### config.mk
export PLATFORM = sky130hd
export DESIGN_NAME = pipe_ctrl_flat
export DESIGN_NICKNAME = d
export VERILOG_FILES = /design/src/rtl/pipe_ctrl_if.sv /design/src/rtl/pipe_ctrl.sv /design/src/flat_wrapper.sv
export SDC_FILE = /design/constraint.sdc
export NUM_CORES = 1
export LEC_CHECK = 0
export CORE_ASPECT_RATIO = 0.9
export CORE_MARGIN = 5
export CORE_UTILIZATION = 41
export CTS_BUF_LIST = sky130_fd_sc_hd__clkbuf_8
export DETAILED_ROUTE_END_ITERATION = 7
export PLACE_DENSITY = 0.92
export SKIP_LAST_GASP = 1
export SLEW_MARGIN = 20
export SYNTH_ARGS = -nofsm -noshare
export SYNTH_HDL_FRONTEND = slang
export SYNTH_SLANG_ARGS = --single-unit
### constraint.sdc
create_clock -name clk_i -period 2.3 [get_ports clk_i]
set_clock_uncertainty 0.15 [all_clocks]
set_input_delay 0.46 -clock clk_i [delete_from_list [all_inputs] [get_ports clk_i]]
set_output_delay 0.46 -clock clk_i [all_outputs]
set_load 0.05 [all_outputs]
### src/rtl/pipe_ctrl_if.sv
// Control bundle between pipeline stages and the central controller.
// Pipeline-side modport is master; the controller is slave.
interface pipe_ctrl_if #(
   parameter int ADDR_WIDTH = 32
);
   logic                  stallreq_if_i;
   logic                  stallreq_id_i;
   logic                  stallreq_exe_i;
   logic                  stallreq_mem_i;
   logic                  jump_req_i;
   logic [ADDR_WIDTH-1:0] jump_addr_i;
   logic                  int_req_i;
   logic [ADDR_WIDTH-1:0] int_vector_i;
   logic [ADDR_WIDTH-1:0] int_ret_addr_i;
   logic                  int_ret_valid_i;
   logic [5:0]            stall_o;
   logic                  flush_jump_o;
   logic                  flush_int_o;
   logic                  pc_redirect_o;
   logic [ADDR_WIDTH-1:0] pc_target_o;
   logic                  int_ack_o;
   logic [ADDR_WIDTH-1:0] epc_o;
   logic                  bus_timeout_o;

   modport master (
      output stallreq_if_i, stallreq_id_i, stallreq_exe_i,
      output stallreq_mem_i, jump_req_i, jump_addr_i,
      output int_req_i, int_vector_i, int_ret_addr_i,
      output int_ret_valid_i,
      input  stall_o, flush_jump_o, flush_int_o, pc_redirect_o,
      input  pc_target_o, int_ack_o, epc_o, bus_timeout_o
   );

   modport slave (
      input  stallreq_if_i, stallreq_id_i, stallreq_exe_i,
      input  stallreq_mem_i, jump_req_i, jump_addr_i,
      input  int_req_i, int_vector_i, int_ret_addr_i,
      input  int_ret_valid_i,
      output stall_o, flush_jump_o, flush_int_o, pc_redirect_o,
      output pc_target_o, int_ack_o, epc_o, bus_timeout_o
   );
endinterface

### src/rtl/pipe_ctrl.sv
// Central pipeline controller: stall merge, jump/interrupt flush,
// interrupt entry sequencing and memory bus timeout detection.
module pipe_ctrl #(
   parameter int ADDR_WIDTH = 32,
   parameter int TIMEOUT    = 255,
   parameter int CNT_WIDTH  = 8
) (
   input logic       clk_i,
   input logic       rst_n_i,
   pipe_ctrl_if.slave bus
);

   typedef enum logic [1:0] {
      IDLE  = 2'd0,
      PEND  = 2'd1,
      FLUSH = 2'd2
   } state_t;

   localparam logic [CNT_WIDTH-1:0] CNT_MAX = CNT_WIDTH'(TIMEOUT);
   localparam logic [CNT_WIDTH-1:0] CNT_PRE = CNT_WIDTH'(TIMEOUT - 1);

   state_t                state, state_nxt;
   logic [ADDR_WIDTH-1:0] vec_q;
   logic [ADDR_WIDTH-1:0] epc_q;
   logic [CNT_WIDTH-1:0]  cnt;
   logic                  timeout_q;
   logic [5:0]            stall_raw;
   logic [5:0]            stall;
   logic                  jump_take;
   logic                  redirect;
   logic [ADDR_WIDTH-1:0] target;

   always_comb begin
      stall_raw = 6'b000000;
      if (bus.stallreq_mem_i)
         stall_raw = 6'b011111;
      else if (bus.stallreq_exe_i)
         stall_raw = 6'b001111;
      else if (bus.stallreq_id_i)
         stall_raw = 6'b000111;
      else if (bus.stallreq_if_i)
         stall_raw = 6'b000011;
   end

   // FLUSH owns the pipeline: stalls and jumps are masked that cycle
   always_comb begin
      stall     = (state == FLUSH) ? 6'b000000 : stall_raw;
      jump_take = bus.jump_req_i & ~stall_raw[3] & (state != FLUSH);
      redirect  = (state == FLUSH) | jump_take;
      target    = '0;
      if (state == FLUSH)
         target = vec_q;
      else if (jump_take)
         target = bus.jump_addr_i;
   end

   always_comb begin
      state_nxt = state;
      unique case (state)
         IDLE: begin
            if (bus.int_req_i)
               state_nxt = PEND;
         end
         PEND: begin
            if (!bus.int_req_i)
               state_nxt = IDLE;
            else if (stall == 6'b000000 && !jump_take &&
                     bus.int_ret_valid_i)
               state_nxt = FLUSH;
         end
         FLUSH:   state_nxt = IDLE;
         default: state_nxt = IDLE;
      endcase
   end

   always_ff @(posedge clk_i or negedge rst_n_i) begin
      if (!rst_n_i) begin
         state <= IDLE;
         vec_q <= '0;
         epc_q <= '0;
      end else begin
         state <= state_nxt;
         if (state == IDLE && bus.int_req_i)
            vec_q <= bus.int_vector_i;
         if (state == PEND && state_nxt == FLUSH)
            epc_q <= bus.int_ret_addr_i;
      end
   end

   // Pulse only on the edge that lands on TIMEOUT; saturation holds it off
   always_ff @(posedge clk_i or negedge rst_n_i) begin
      if (!rst_n_i) begin
         cnt       <= '0;
         timeout_q <= 1'b0;
      end else begin
         if (!bus.stallreq_mem_i)
            cnt <= '0;
         else if (cnt != CNT_MAX)
            cnt <= cnt + 1'b1;
         timeout_q <= bus.stallreq_mem_i && (cnt == CNT_PRE);
      end
   end

   assign bus.stall_o       = stall;
   assign bus.flush_jump_o  = jump_take;
   assign bus.flush_int_o   = (state == FLUSH);
   assign bus.int_ack_o     = (state == FLUSH);
   assign bus.pc_redirect_o = redirect;
   assign bus.pc_target_o   = target;
   assign bus.epc_o         = epc_q;
   assign bus.bus_timeout_o = timeout_q;

endmodule

### src/flat_wrapper.sv
// flat-port wrapper written by rule: the top's interface ports become plain ports
module pipe_ctrl_flat 
#(
   parameter int ADDR_WIDTH = 32,
   parameter int TIMEOUT    = 255,
   parameter int CNT_WIDTH  = 8
)
  (clk_i, rst_n_i, bus_stallreq_if_i, bus_stallreq_id_i, bus_stallreq_exe_i, bus_stallreq_mem_i, bus_jump_req_i, bus_jump_addr_i, bus_int_req_i, bus_int_vector_i, bus_int_ret_addr_i, bus_int_ret_valid_i, bus_stall_o, bus_flush_jump_o, bus_flush_int_o, bus_pc_redirect_o, bus_pc_target_o, bus_int_ack_o, bus_epc_o, bus_bus_timeout_o);
  pipe_ctrl_if #(.ADDR_WIDTH(ADDR_WIDTH)) bus_i ();
  input logic clk_i;
  input logic rst_n_i;
  input wire logic [$bits(bus_i.stallreq_if_i)-1:0] bus_stallreq_if_i;
  input wire logic [$bits(bus_i.stallreq_id_i)-1:0] bus_stallreq_id_i;
  input wire logic [$bits(bus_i.stallreq_exe_i)-1:0] bus_stallreq_exe_i;
  input wire logic [$bits(bus_i.stallreq_mem_i)-1:0] bus_stallreq_mem_i;
  input wire logic [$bits(bus_i.jump_req_i)-1:0] bus_jump_req_i;
  input wire logic [$bits(bus_i.jump_addr_i)-1:0] bus_jump_addr_i;
  input wire logic [$bits(bus_i.int_req_i)-1:0] bus_int_req_i;
  input wire logic [$bits(bus_i.int_vector_i)-1:0] bus_int_vector_i;
  input wire logic [$bits(bus_i.int_ret_addr_i)-1:0] bus_int_ret_addr_i;
  input wire logic [$bits(bus_i.int_ret_valid_i)-1:0] bus_int_ret_valid_i;
  output wire logic [$bits(bus_i.stall_o)-1:0] bus_stall_o;
  output wire logic [$bits(bus_i.flush_jump_o)-1:0] bus_flush_jump_o;
  output wire logic [$bits(bus_i.flush_int_o)-1:0] bus_flush_int_o;
  output wire logic [$bits(bus_i.pc_redirect_o)-1:0] bus_pc_redirect_o;
  output wire logic [$bits(bus_i.pc_target_o)-1:0] bus_pc_target_o;
  output wire logic [$bits(bus_i.int_ack_o)-1:0] bus_int_ack_o;
  output wire logic [$bits(bus_i.epc_o)-1:0] bus_epc_o;
  output wire logic [$bits(bus_i.bus_timeout_o)-1:0] bus_bus_timeout_o;
  assign bus_i.stallreq_if_i = bus_stallreq_if_i;
  assign bus_i.stallreq_id_i = bus_stallreq_id_i;
  assign bus_i.stallreq_exe_i = bus_stallreq_exe_i;
  assign bus_i.stallreq_mem_i = bus_stallreq_mem_i;
  assign bus_i.jump_req_i = bus_jump_req_i;
  assign bus_i.jump_addr_i = bus_jump_addr_i;
  assign bus_i.int_req_i = bus_int_req_i;
  assign bus_i.int_vector_i = bus_int_vector_i;
  assign bus_i.int_ret_addr_i = bus_int_ret_addr_i;
  assign bus_i.int_ret_valid_i = bus_int_ret_valid_i;
  assign bus_stall_o = bus_i.stall_o;
  assign bus_flush_jump_o = bus_i.flush_jump_o;
  assign bus_flush_int_o = bus_i.flush_int_o;
  assign bus_pc_redirect_o = bus_i.pc_redirect_o;
  assign bus_pc_target_o = bus_i.pc_target_o;
  assign bus_int_ack_o = bus_i.int_ack_o;
  assign bus_epc_o = bus_i.epc_o;
  assign bus_bus_timeout_o = bus_i.bus_timeout_o;
  pipe_ctrl #(.ADDR_WIDTH(ADDR_WIDTH), .TIMEOUT(TIMEOUT), .CNT_WIDTH(CNT_WIDTH)) u_core (.clk_i(clk_i), .rst_n_i(rst_n_i), .bus(bus_i));
endmodule
==> impl_metrics.py <==
metrics = {
    "grt": {
        "grt_max_degree": 40,
        "grt-ovfl-total": 0,
        "grt_pass1_wl_um": 17300,
        "antenna_found_initial": 0,
        "grt_pass1_vias": 3186,
        "track_usage_pct": 21.2,
    },
    "timing": {
        "slew_headroom_pct": 64.5,
        "report.final.setup_viol": 33,
        "final.setup.worst_slack_ps": -76.6,
        "fmax_mhz": 421,
        "layout_min_cycle_time_ps": 2380,
        "grt_setup_unrepaired": "yes",
        "slew_viol_final": 0,
        "worst_pin_slew_ps": 530,
        "finalHoldViolations": 0,
        "min_period_over_period_pct": 103,
    },
    "layout": {
        "layout.nets": 542,
        "n_antenna_cell": 0,
        "final_common_cell": "clkdlybuf4s50_1",
        "layout_common_cells": "133 x clkdlybuf4s50_1, 75 x dfrtp_1, 43 x buf_12",
        "fin_area_um2": 6200,
        "area_growth_syn_to_layout_pct": 78.6,
        "drive_above_1_share_pct": 40.9,
        "nFillCells": 517,
    },
    "critical_path": {
        "r2r_start": "u_core.state[0]$_DFF_PN0_",
        "worstPathRequired_ps": 1690,
        "startpoint": "u_core.state[1]$_DFF_PN0_",
        "worst_path_max_delay_cell": "and3b_4",
        "worst_setup_path_start_kind": "flop",
        "critPathBufInv": 2,
        "crit_chain": "nor2b_4 > and3b_4 > buf_16 > a22o_2 > buf_12",
        "crit_path_end_kind": "output port",
        "path_class": "reg -> out",
        "worstPathArrival_ps": 1770,
        "crit_fanout": 16,
        "crit_family": "simple AND/OR/NAND/NOR gates",
        "crit_path_max_incr_delay_ps": 430,
    },
    "worst_hold_path": {
        "hold_class": "reg -> reg",
        "hp-start": "u_core.bus.epc_o[18]$_DFFE_PN0P_",
    },
    "route": {
        "drt-total-wl_um": 11000,
        "drt_iter0_markers": 71,
        "ant_nets": 0,
        "drc_errors": 0,
        "vias": 2852,
        "avgRoutedWirePerCell_um": 20.5,
        "via_per_inst": 5.29,
        "drt-pass1-iter-count": 4,
    },
    "die": {
        "core_um2": 8150,
        "rows": 31,
        "die-width_um": 107,
        "die_h_um": 97.3,
        "initial_core_util_pct": 42.6,
        "io_pins": 180,
        "die-area_um2": 10400,
    },
    "power_and_ir_drop": {
        "swShare_pct": 27.2,
        "clkPwrFrac_pct": 32.9,
        "netSwitchingPower_mw": 0.991,
        "leakage_nw": 2.67,
        "irDropWorstVdd_mv": 0.420,
        "comb_power_share_pct": 24.8,
        "powerDensity_nw_per_um2": 588,
        "p_seq_share_pct": 42.4,
        "intPower_mw": 2.65,
    },
    "cts": {
        "cts_sinks": 75,
        "clk_path_buf_depth": 2,
        "clk_latency_ps": 330,
        "cts_tree": "done",
        "cts_root_buf": "clkbuf_8",
        "cts_made_buffers": 9,
        "clk_pin_slew_ps": 80,
        "cts_max_level": 3,
    },
    "synthesis": {
        "yosysWarnings": 0,
        "ys_seq_area_share_pct": 54.1,
        "synthCells": 244,
        "synth.avg_cell_area_um2": 14.2,
        "synth_edf_count": 0,
        "yosys_register_bits": 75,
        "ys.flop_type": "dfrtp_1",
        "synth_area_um2": 3470,
        "post_synth_num_cell_types": 35,
        "syn_nets": 351,
        "async_flop_share_pct": 100,
    },
    "place": {
        "portBuffers": 178,
        "placed_area_um2": 5820,
        "place_ws_ps": -188,
        "dp_hpwl_um": 8250,
        "routabilityCongestion": 0.761,
    },
    "run_status": {
        "status": "finished, violations left",
        "violations": "negative setup slack",
    },
    "job": {
        "drv_cap": 0,
    },
}
## per-stage QoR
stage | hold WS [ps] | instances | total power [mW] | util, % | TNS (ps)
3_5_place_dp | 312 | 517 | 2.45 | 71.4 | -8620
5_1_grt | 378 | 539 | 3.80 | 76.1 | -3890
3_3_place_gp | 299 | 517 | 2.42 | 71.4 | -6490
4_1_cts | 365 | 539 | 3.67 | 76.1 | -2550
2_1_floorplan | 14.4 | 244 | 1.98 | - | 0
6_report | 361 | 539 | 3.64 | 76.1 | -1940
## what timing repair did
action,4_1_cts,5_1_grt
hold endpoints to repair,36,0
resized for setup,13,0
setup buffers,2,0
endpoints found under the setup margin,36,36
hold buffers,1,0
cloned,3,0
pin swaps,2,1
## worst paths after layout
check                                                     end  slack (ps)  cells past startpoint
max                                       bus_pc_target_o[30]         -80                      5
min                          u_core.bus.epc_o[18]$_DFFE_PN0P_         360                      1
max reg2reg                   u_core.bus.epc_o[1]$_DFFE_PN0P_         450                      5
min reg2reg                  u_core.bus.epc_o[18]$_DFFE_PN0P_         360                      1
max in group asynchronous        u_core.vec_q[13]$_DFFE_PN0P_         930                      3
min in group asynchronous  u_core.bus.bus_timeout_o$_DFF_PN0_         490                      2
## routing by layer
| metal | GRT usage (%) | routed length, um |
|---|---|---|
| met2 | 38.9 | 5930 |
| met5 | 0 | 0 |
| met4 | 5.70 | 238 |
| met3 | 6.18 | 699 |
| met1 | 23.8 | 4180 |
## registers in the layout, summed over array words and instances, names as in the netlist
| signal | count |
|---|---|
| u_core.bus.epc_o | 32 |
| u_core.cnt | 8 |
| u_core.state | 2 |
| u_core.vec_q | 32 |
| u_core.bus.bus_timeout_o | 1 |
## kinds of logic (layout without fill, tap and decap cells)
group,count (synthesis),in the layout,synth area share [%]
buffers and inverters,23,219,4.86
adder cells (fa/ha/maj),2,2,0.721
AND/OR/NAND/NOR,33,33,5.84
other,1,1,0.108
AO/OA/AOI/OAI,46,46,10.5
multiplexers,64,64,23.9
flip-flops,75,75,54.1
## layout make-up
cell class	count	area, um2	area share, %
inverters	4	15.0	0.242
multi-input cells	146	1510	24.4
well taps	99	124	2.00
flip-flops and latches	75	1880	30.3
clock buffers	9	124	2.00
repair buffers	199	2430	39.2
clock inverters	7	116	1.88
## power by group through the flow
stage / logic, mW / registers [mW] / clock network (mW)
CTS: 0.908 / 1.54 / 1.23
finish: 0.902 / 1.54 / 1.20
global placement: 0.863 / 1.55 / 0
global route: 0.944 / 1.56 / 1.29
detailed placement: 0.883 / 1.56 / 0
floorplan: 0.283 / 1.70 / 0
## cells in the mapped netlist (2+ instances only)
| cell | instances | area, um2 |
|---|---|---|
| a211oi_1 | 2 | 15.0 |
| a21oi_1 | 3 | 15.0 |
| a22o_1 | 32 | 280 |
| a31oi_1 | 4 | 25.0 |
| and3b_1 | 2 | 17.5 |
| buf_1 | 2 | 7.51 |
| buf_12 | 3 | 60.1 |
| buf_2 | 6 | 30.0 |
| buf_4 | 3 | 22.5 |
| buf_6 | 2 | 22.5 |
| clkbuf_1 | 3 | 11.3 |
| dfrtp_1 | 75 | 1880 |
| ha_1 | 2 | 25.0 |
| inv_1 | 4 | 15.0 |
| mux2_2 | 35 | 394 |
| mux2_4 | 29 | 435 |
| nand2_1 | 3 | 11.3 |
| nand3_1 | 2 | 10.0 |
| nand4_1 | 3 | 18.8 |
| nor2_1 | 7 | 26.3 |
| nor3_1 | 6 | 30.0 |
| o21ai_0 | 3 | 15.0 |
Note: power is estimated with default switching activity, not from simulation.
